[src/rtl/life_window_gen.sv]
// Game-of-Life 3x3 neighbourhood generator: serial row-major cells in, registered windows out.
// Optional NEIGHBOR_COUNT_EN adds a registered 4-bit neighbour population count (out_count).
module life_window_gen #(
   parameter int unsigned W = 16,
   parameter int unsigned H = 16
) (
   input  logic                   clk,
   input  logic                   rst_n,
   input  logic                   in_valid,
   output logic                   in_ready,
   input  logic                   in_cell,
   output logic                   out_valid,
   input  logic                   out_ready,
   output logic                   Tl,
   output logic                   T,
   output logic                   Tr,
   output logic                   L,
   output logic                   R,
   output logic                   Bl,
   output logic                   B,
   output logic                   Br,
   output logic                   C,
   output logic [$clog2(W)-1:0]   out_x,
   output logic [$clog2(H)-1:0]   out_y,
   output logic                   frame_last
`ifdef NEIGHBOR_COUNT_EN
   ,
   output logic [3:0]             out_count
`endif
);

   localparam int unsigned XW = $clog2(W);
   localparam int unsigned YW = $clog2(H);
   localparam int unsigned NW = $clog2(W * H);
   // Oldest 2W+2 cells are stored; the cell shifting in this cycle completes the 2W+3 window.
   localparam int unsigned HD = 2 * W + 2;

   typedef enum logic [1:0] {StFill, StRun, StFlush} state_e;

   state_e          state_q, state_d;
   logic [HD-1:0]   hist_q;
   logic [HD:0]     hist_next;
   logic [NW-1:0]   in_cnt_q;
   logic [XW-1:0]   cx_q;
   logic [YW-1:0]   cy_q;
   logic            free, accept, load, shift, shift_bit;
   logic            first_col, last_col, first_row, last_row;
   logic            m_tl, m_t, m_tr, m_l, m_c, m_r, m_bl, m_b, m_br;

   assign free   = !out_valid || out_ready;
   assign accept = in_valid && in_ready;

   // State register
   always_ff @(posedge clk) begin
      if (!rst_n) state_q <= StFill;
      else        state_q <= state_d;
   end

   // Next-state logic
   always_comb begin
      state_d = state_q;
      unique case (state_q)
         StFill:  if (accept && in_cnt_q == NW'(W)) state_d = StRun;
         StRun:   if (accept && in_cnt_q == NW'(W * H - 1)) state_d = StFlush;
         StFlush: if (load && last_col && last_row) state_d = StFill;
         default: state_d = StFill;
      endcase
   end

   // FSM outputs
   always_comb begin
      in_ready  = 1'b0;
      load      = 1'b0;
      shift     = 1'b0;
      shift_bit = in_cell;
      if (rst_n) begin
         unique case (state_q)
            StFill: begin
               in_ready = 1'b1;
               shift    = in_valid;
            end
            StRun: begin
               in_ready = free;
               shift    = in_valid && free;
               load     = in_valid && free;
            end
            StFlush: begin
               shift     = free;
               load      = free;
               shift_bit = 1'b0;
            end
            default: ;
         endcase
      end
   end

   // Input counter, centre coordinates and history
   always_ff @(posedge clk) begin
      if (!rst_n) begin
         in_cnt_q <= '0;
         cx_q     <= '0;
         cy_q     <= '0;
         hist_q   <= '0;
      end else begin
         if (accept) begin
            in_cnt_q <= (in_cnt_q == NW'(W * H - 1)) ? '0 : in_cnt_q + 1'b1;
         end
         if (shift) hist_q <= hist_next[HD-1:0];
         if (load) begin
            if (last_col) begin
               cx_q <= '0;
               cy_q <= last_row ? '0 : cy_q + 1'b1;
            end else begin
               cx_q <= cx_q + 1'b1;
            end
         end
      end
   end

   assign hist_next = {hist_q, shift_bit};

   assign first_col = (cx_q == '0);
   assign last_col  = (cx_q == XW'(W - 1));
   assign first_row = (cy_q == '0);
   assign last_row  = (cy_q == YW'(H - 1));

   // Taps relative to newest cell q+W+1 at bit 0, masked at the grid edges
   always_comb begin
      m_br = hist_next[0]       && !last_col  && !last_row;
      m_b  = hist_next[1]       && !last_row;
      m_bl = hist_next[2]       && !first_col && !last_row;
      m_r  = hist_next[W]       && !last_col;
      m_c  = hist_next[W+1];
      m_l  = hist_next[W+2]     && !first_col;
      m_tr = hist_next[2*W]     && !last_col  && !first_row;
      m_t  = hist_next[2*W+1]   && !first_row;
      m_tl = hist_next[2*W+2]   && !first_col && !first_row;
   end

   // Output register
   always_ff @(posedge clk) begin
      if (!rst_n) begin
         out_valid  <= 1'b0;
         frame_last <= 1'b0;
         {Tl, T, Tr, L, C, R, Bl, B, Br} <= '0;
         out_x      <= '0;
         out_y      <= '0;
      end else if (load) begin
         out_valid  <= 1'b1;
         frame_last <= last_col && last_row;
         {Tl, T, Tr, L, C, R, Bl, B, Br} <= {m_tl, m_t, m_tr, m_l, m_c, m_r, m_bl, m_b, m_br};
         out_x      <= cx_q;
         out_y      <= cy_q;
      end else if (out_ready) begin
         out_valid  <= 1'b0;
         frame_last <= 1'b0;
      end
   end

`ifdef NEIGHBOR_COUNT_EN
   logic [3:0] count_d;

   always_comb begin
      count_d = 4'(m_tl) + 4'(m_t) + 4'(m_tr) + 4'(m_l) + 4'(m_r) + 4'(m_bl) + 4'(m_b)
              + 4'(m_br);
   end

   always_ff @(posedge clk) begin
      if (!rst_n)    out_count <= '0;
      else if (load) out_count <= count_d;
   end
`endif

endmodule

[config.mk]
export PLATFORM = sky130hd
export DESIGN_NAME = life_window_gen
export DESIGN_NICKNAME = d
export VERILOG_FILES = /design/src/rtl/life_window_gen.sv
export SDC_FILE = /design/constraint.sdc
export NUM_CORES = 1
export LEC_CHECK = 0
export ABC_AREA = 0
export CAP_MARGIN = 30
export CORE_MARGIN = 1.5
export CORE_UTILIZATION = 30
export CTS_CLUSTER_DIAMETER = 150
export DETAILED_ROUTE_END_ITERATION = 10
export PLACE_DENSITY_LB_ADDON = 0.08
export SETUP_SLACK_MARGIN = 0.4
export SYNTH_ARGS = -nofsm -noshare
export SYNTH_HDL_FRONTEND = slang
export SYNTH_SLANG_ARGS = --single-unit
[constraint.sdc]
create_clock -name clk -period 2 [get_ports clk]
set_input_delay 0.4 -clock clk [delete_from_list [all_inputs] [get_ports clk]]
set_output_delay 0.4 -clock clk [all_outputs]
set_load 0.02 [all_outputs]
Word level (Yosys, flattened, before mapping)
Cells that the tools add are included.
{"block": "word_totals", "register_bits": 71, "input_bits": 5, "word_cells": 79}
{"block": "op_classes", "n_addsub": 3, "eq_ne": 9, "muxes": 18, "reduce_logical": 31}
{"operator": "$logic_and A1 B1 Y1", "n": 19}
{"operator": "$add A4 B1 Y4 const B", "n": 2}
{"operator": "$add A8 B1 Y8 const B", "n": 1}
{"operator": "$eq A4 B4 Y1 const B", "n": 2}
{"operator": "$eq A8 B5 Y1 const B", "n": 1}
{"operator": "$eq A8 B8 Y1 const B", "n": 1}
{"operator": "$logic_not A4 Y1", "n": 2}
{"operator": "$mux W1", "n": 8}
{"operator": "$mux W4", "n": 2}
{"operator": "$mux W8", "n": 1}
{"operator": "$mux W2", "n": 3}
{"operator": "$ne A2 B2 Y1 const B", "n": 3}
{"operator": "$pmux W2 S3", "n": 1}
{"operator": "$logic_not A1 Y1", "n": 5}
{"operator": "$pmux W1 S2", "n": 2}
{"operator": "$pmux W1 S3", "n": 1}
{"operator": "$reduce_and A3 Y1", "n": 1}
{"operator": "$eq A2 B1 Y1 const B", "n": 1}
{"operator": "$eq A2 B2 Y1 const B", "n": 1}
{"operator": "$logic_not A2 Y1", "n": 1}
{"operator": "$reduce_and A2 Y1", "n": 1}
{"operator": "$reduce_bool A2 Y1", "n": 1}
{"operator": "$logic_or A1 B1 Y1", "n": 1}

Longest topological paths before layout
{"block": "depth", "word_depth": 9, "mapped_depth": 9, "depth_no_buf": 7}

Worst setup path after synthesis
Ideal clock, no wire load.
{"block": "synth_path", "path_type": "register -> register", "from": "reg state_q[0]", "to": "reg state_q[1]", "setup_time_ns": 0.121, "t_arrival_ns": 1.704, "required_time_ns": 1.879, "slack_ns": 0.175, "stages_incl_launch_ff": 8, "n_path_buf": 0, "synth_period_minus_slack_ns": 1.825, "path_cell_list": "dfxtp_1 -> inv_1 -> ha_1 -> nand2_1 -> nor4_4 -> nand2_2 -> a221o_1 -> mux2i_1"}
{"block": "synth_via", "elab_chain_len": 7}
{"item": "from (decl)", "line": "40", "source": "state_e state_q, state_d;"}
{"item": "from (signal assigned)", "line": "55", "source": "if (!rst_n) state_q <= StFill;"}
{"item": "from (signal assigned)", "line": "56", "source": "else state_q <= state_d;"}
{"item": "$eq A2 B2 Y1 (tied with other cells)", "line": "62, 77"}
{"item": "$pmux W1 S2", "line": "77", "source": "unique case (state_q)"}
{"item": "$mux W1", "line": "76", "source": "if (rst_n) begin"}
{"item": "$logic_and A1 B1 Y1, on equally long branches", "line": "65, 51"}
{"item": "$logic_and A1 B1 Y1, on equally long branches", "line": "65, 63, 64"}
{"item": "$ne A2 B2 Y1 (no source line)"}
{"item": "$reduce_and A3 Y1 (no source line)"}
Parallel ways exist; a longest one is shown, timed or not.
A chain may end at the register's enable or synchronous reset.

Worst setup path in the final report
{"block": "layout_path", "from": "in in_valid", "to": "reg state_q[1]"}
{"block": "layout_via", "elab_chain_len": 7}
{"item": "from (decl)", "line": "9", "source": "input logic in_valid,"}
{"item": "$logic_and A1 B1 Y1", "line": "85", "source": "load = in_valid && free;"}
{"item": "$pmux W1 S2", "line": "77"}
{"item": "$mux W1", "line": "76"}
{"item": "$logic_and A1 B1 Y1 (2 in a row)", "line": "65", "source": "StFlush: if (load && last_col && last_row) state_d = StFill;"}
{"item": "$ne A2 B2 Y1 (no source line)"}
{"item": "$reduce_and A3 Y1 (no source line) *"}
Mark *: on every way between the ends. The rest lies on a longest branch, timed or not.

==> results.toml <==
[worst_setup_path]
ff2ff_setup_slack_ps = 280
end_kind = "flop"
r2r-end = "hist_q[31]$_SDFFE_PN0P_"
worstPathMaxFanout = 8
worst_ep_arrival_time_ps = 1960
start_kind = "input pin"
crit_family = "buffers and inverters"
rr_startpoint = "state_q[1]$_SDFFE_PN0P_"
path_class = "in -> reg"
crit_chain = "clkdlybuf4s50_1 > buf_6 > and3_1 > nand4_1 > a221o_1 > mux2i_1"
slowest_stage = "clkdlybuf4s50_1"
rr_worst_depth = 9
slowest_delay_ps = 540
crit_buf_inv = 2
cp_data_required_time_ps = 2230

[power]
vdd_drop_max_mv = 0.393
power-per-cell-area_mw_per_mm2 = 611
p_leak_nw = 1.73

[clock_tree]
hold_buffers = 0
clk_path_buf_depth = 2
clk_pin_slew_ps = 70
cts_made_buffers = 9
cts.sinks = 71
worstSkewPairLatency_ps = 350
cts_htree_levels = 3
cts-root-buf = "clkbuf_8"
cts_tree = "yes"

[synth]
synthArstFlopShare_pct = 0
synth-edff-count = 0
ys_seq_area_share_pct = 48.3
syn_inst = 354
syn_area_sq_mm = 0.00294
yosys.area.top_type_share_pct = 48.3
synthDistinctLibCells = 39
synth_most_common_cell = "nand2_1"
ys.flop_type = "dfxtp_1"
ys_ff_latch = 71
yosys-top-cells-area = "dfxtp_1, nand2_1, ha_1"
synth_common_cells = "nand2_1, dfxtp_1, o21ai_0"
avgSynthCellArea_sq_um = 8.32
ys.warnings.count = 0
synth_top_area_cell = "dfxtp_1"
syn-num-nets = 370

[sta]
relSlewSlack_pct = 68.0
fin_tns_setup_ps = 0
fin_crit_sh_pct = 86.3
rsz0062_at_grt = "true"
min_period_ps = 1730
worst_pin_slew_ps = 480
whs_ps = 399
finalClockSkew_ps = 10.1
max_freq_mhz = 579
slew_violations = 0
setup_violations = 0
final-hold-violation-count = 0

[finish]
nFillCells = 936
final_nets = 430
synthToLayoutAreaGrowth_pct = 45.8
diodes = 0
drive_gt1_share_pct = 30.3

[grt]
grt_usage_pct = 12.9
grt_max_degree = 67
antenna_found_initial = 0
grt_pass1_vias = 2194
grt.overflow.total = 0
grt_pass1_wl_um = 10500

[routing]
first_pass_iters = 4
via_per_inst = 4.56
via_count = 2498
wire_per_inst_um = 13.0
ant_nets = 0
drt_wl_total_um = 7130
drc = 0
drt_first_iter_violations = 109

[hold_path]
min_path_type = "in -> reg"
min-delay-start = "rst_n"
hold_depth = 3
hold_end = "out_valid$_SDFFE_PN0P_"

[placement]
dp_hpwl_um = 3930
gp_congestion = 0.739
portBuffers = 24

[floorplan]
row_count = 35
die_h_um = 102
dieArea_sq_mm = 0.0104
coreArea_sq_mm = 0.00937
initial_core_util_pct = 31.4
die_w_um = 102
io_pins = 25

[run_status]
outcome = "finished clean"

[job]
timing.max_cap.violations = 0
## routing by layer
metal  vias up  track usage (%)  part of all wire (%)
met5         -                0                     0
met4         0             4.11                   1.2
met3         9             4.65                   3.4
met2        37             20.0                    46
met1      1162             16.8                    49
li1       1290                -                     -
## what timing repair did
action	CTS	global route
setup buffers	11	6
resized for setup	36	91
pin swaps	8	36
setup endpoints to repair	82	70
gates cloned	0	12
## sequential cells by signal, indices dropped and copies added (netlist names), 2 cells and up
name	flops
hist_q	34
out_x	4
out_y	4
cx_q	4
state_q	2
cy_q	4
in_cnt_q	8
## kinds of logic after synthesis
group / count (synthesis) / share of synthesized area [%]
mux: 4 / 1.36
fa+ha+maj: 11 / 4.67
compound gates: 56 / 11.2
simple gates: 173 / 27.2
xor+xnor: 10 / 2.98
buf+inv: 29 / 4.25
flops: 71 / 48.3
## worst min-delay path, cell delays in order
cell	delay, ps
buf_2	170
nand2_1	80
nand2_1	40
## cells in the final DEF, fill, tap and decap left out, drive strengths merged, types with 2 or more instances in the layout
master           n
a21boi           8
and2            10
and3             4
buf             41
clkbuf          19
clkdlybuf4s50    2
clkinv           2
dfxtp           71
dlygate4sd2     19
ha              11
inv              9
mux2i            4
nand2          107
nand3           25
nand3b           2
nand4            5
nor2             8
nor2b            3
nor3             3
nor3b            2
o21ai           43
xnor2            7
xor2             3
## through the flow
stage | std cells | util (%) | total power [W] | setup slack, ps | instance area [sq um]
6_report | 548 | 45.8 | 0.00262 | 273 | 4290
5_1_grt | 548 | 45.8 | 0.00274 | 209 | 4290
4_1_cts | 530 | 39.9 | 0.00261 | 234 | 3740
3_5_place_dp | 503 | 37.0 | 0.00155 | -142 | 3460
3_3_place_gp | 503 | 37.0 | 0.00155 | -145 | 3460
2_1_floorplan | 354 | - | 0.00152 | 301 | 3020
## layout make-up
cell class | count | area [sq um] | area share, %
multi-input combinational | 254 | 1710 | 39.8
tap | 129 | 161 | 3.76
clock buffer | 13 | 159 | 3.70
sequential | 71 | 1430 | 33.4
timing repair buffer | 69 | 774 | 18.0
inverter | 9 | 38.8 | 0.904
clock inverter | 3 | 17.5 | 0.408
## how the worst max path moves through the flow
| stage | slack [ps] | to | from | depth (start not counted) |
|---|---|---|---|---|
| floorplan | 300 | state_q[1]$_SDFFE_PN0P_ | state_q[1]$_SDFFE_PN0P_ | 7 |
| global placement | -150 | in_ready | out_ready | 4 |
| detailed placement | -140 | state_q[1]$_SDFFE_PN0P_ | out_ready | 7 |
| CTS | 230 | state_q[0]$_SDFFE_PN0P_ | state_q[0]$_SDFFE_PN0P_ | 7 |
| global route | 210 | state_q[1]$_SDFFE_PN0P_ | state_q[1]$_SDFFE_PN0P_ | 7 |
| finish | 270 | state_q[1]$_SDFFE_PN0P_ | in_valid | 6 |
## power breakdown
part           internal, W  total [W]  switching, W
clock network     0.000515    0.00104      0.000523
registers          0.00141    0.00142    0.00000646
logic            0.0000770   0.000165     0.0000878
total              0.00201    0.00262      0.000618
Note: power is estimated with default switching activity, not from simulation.
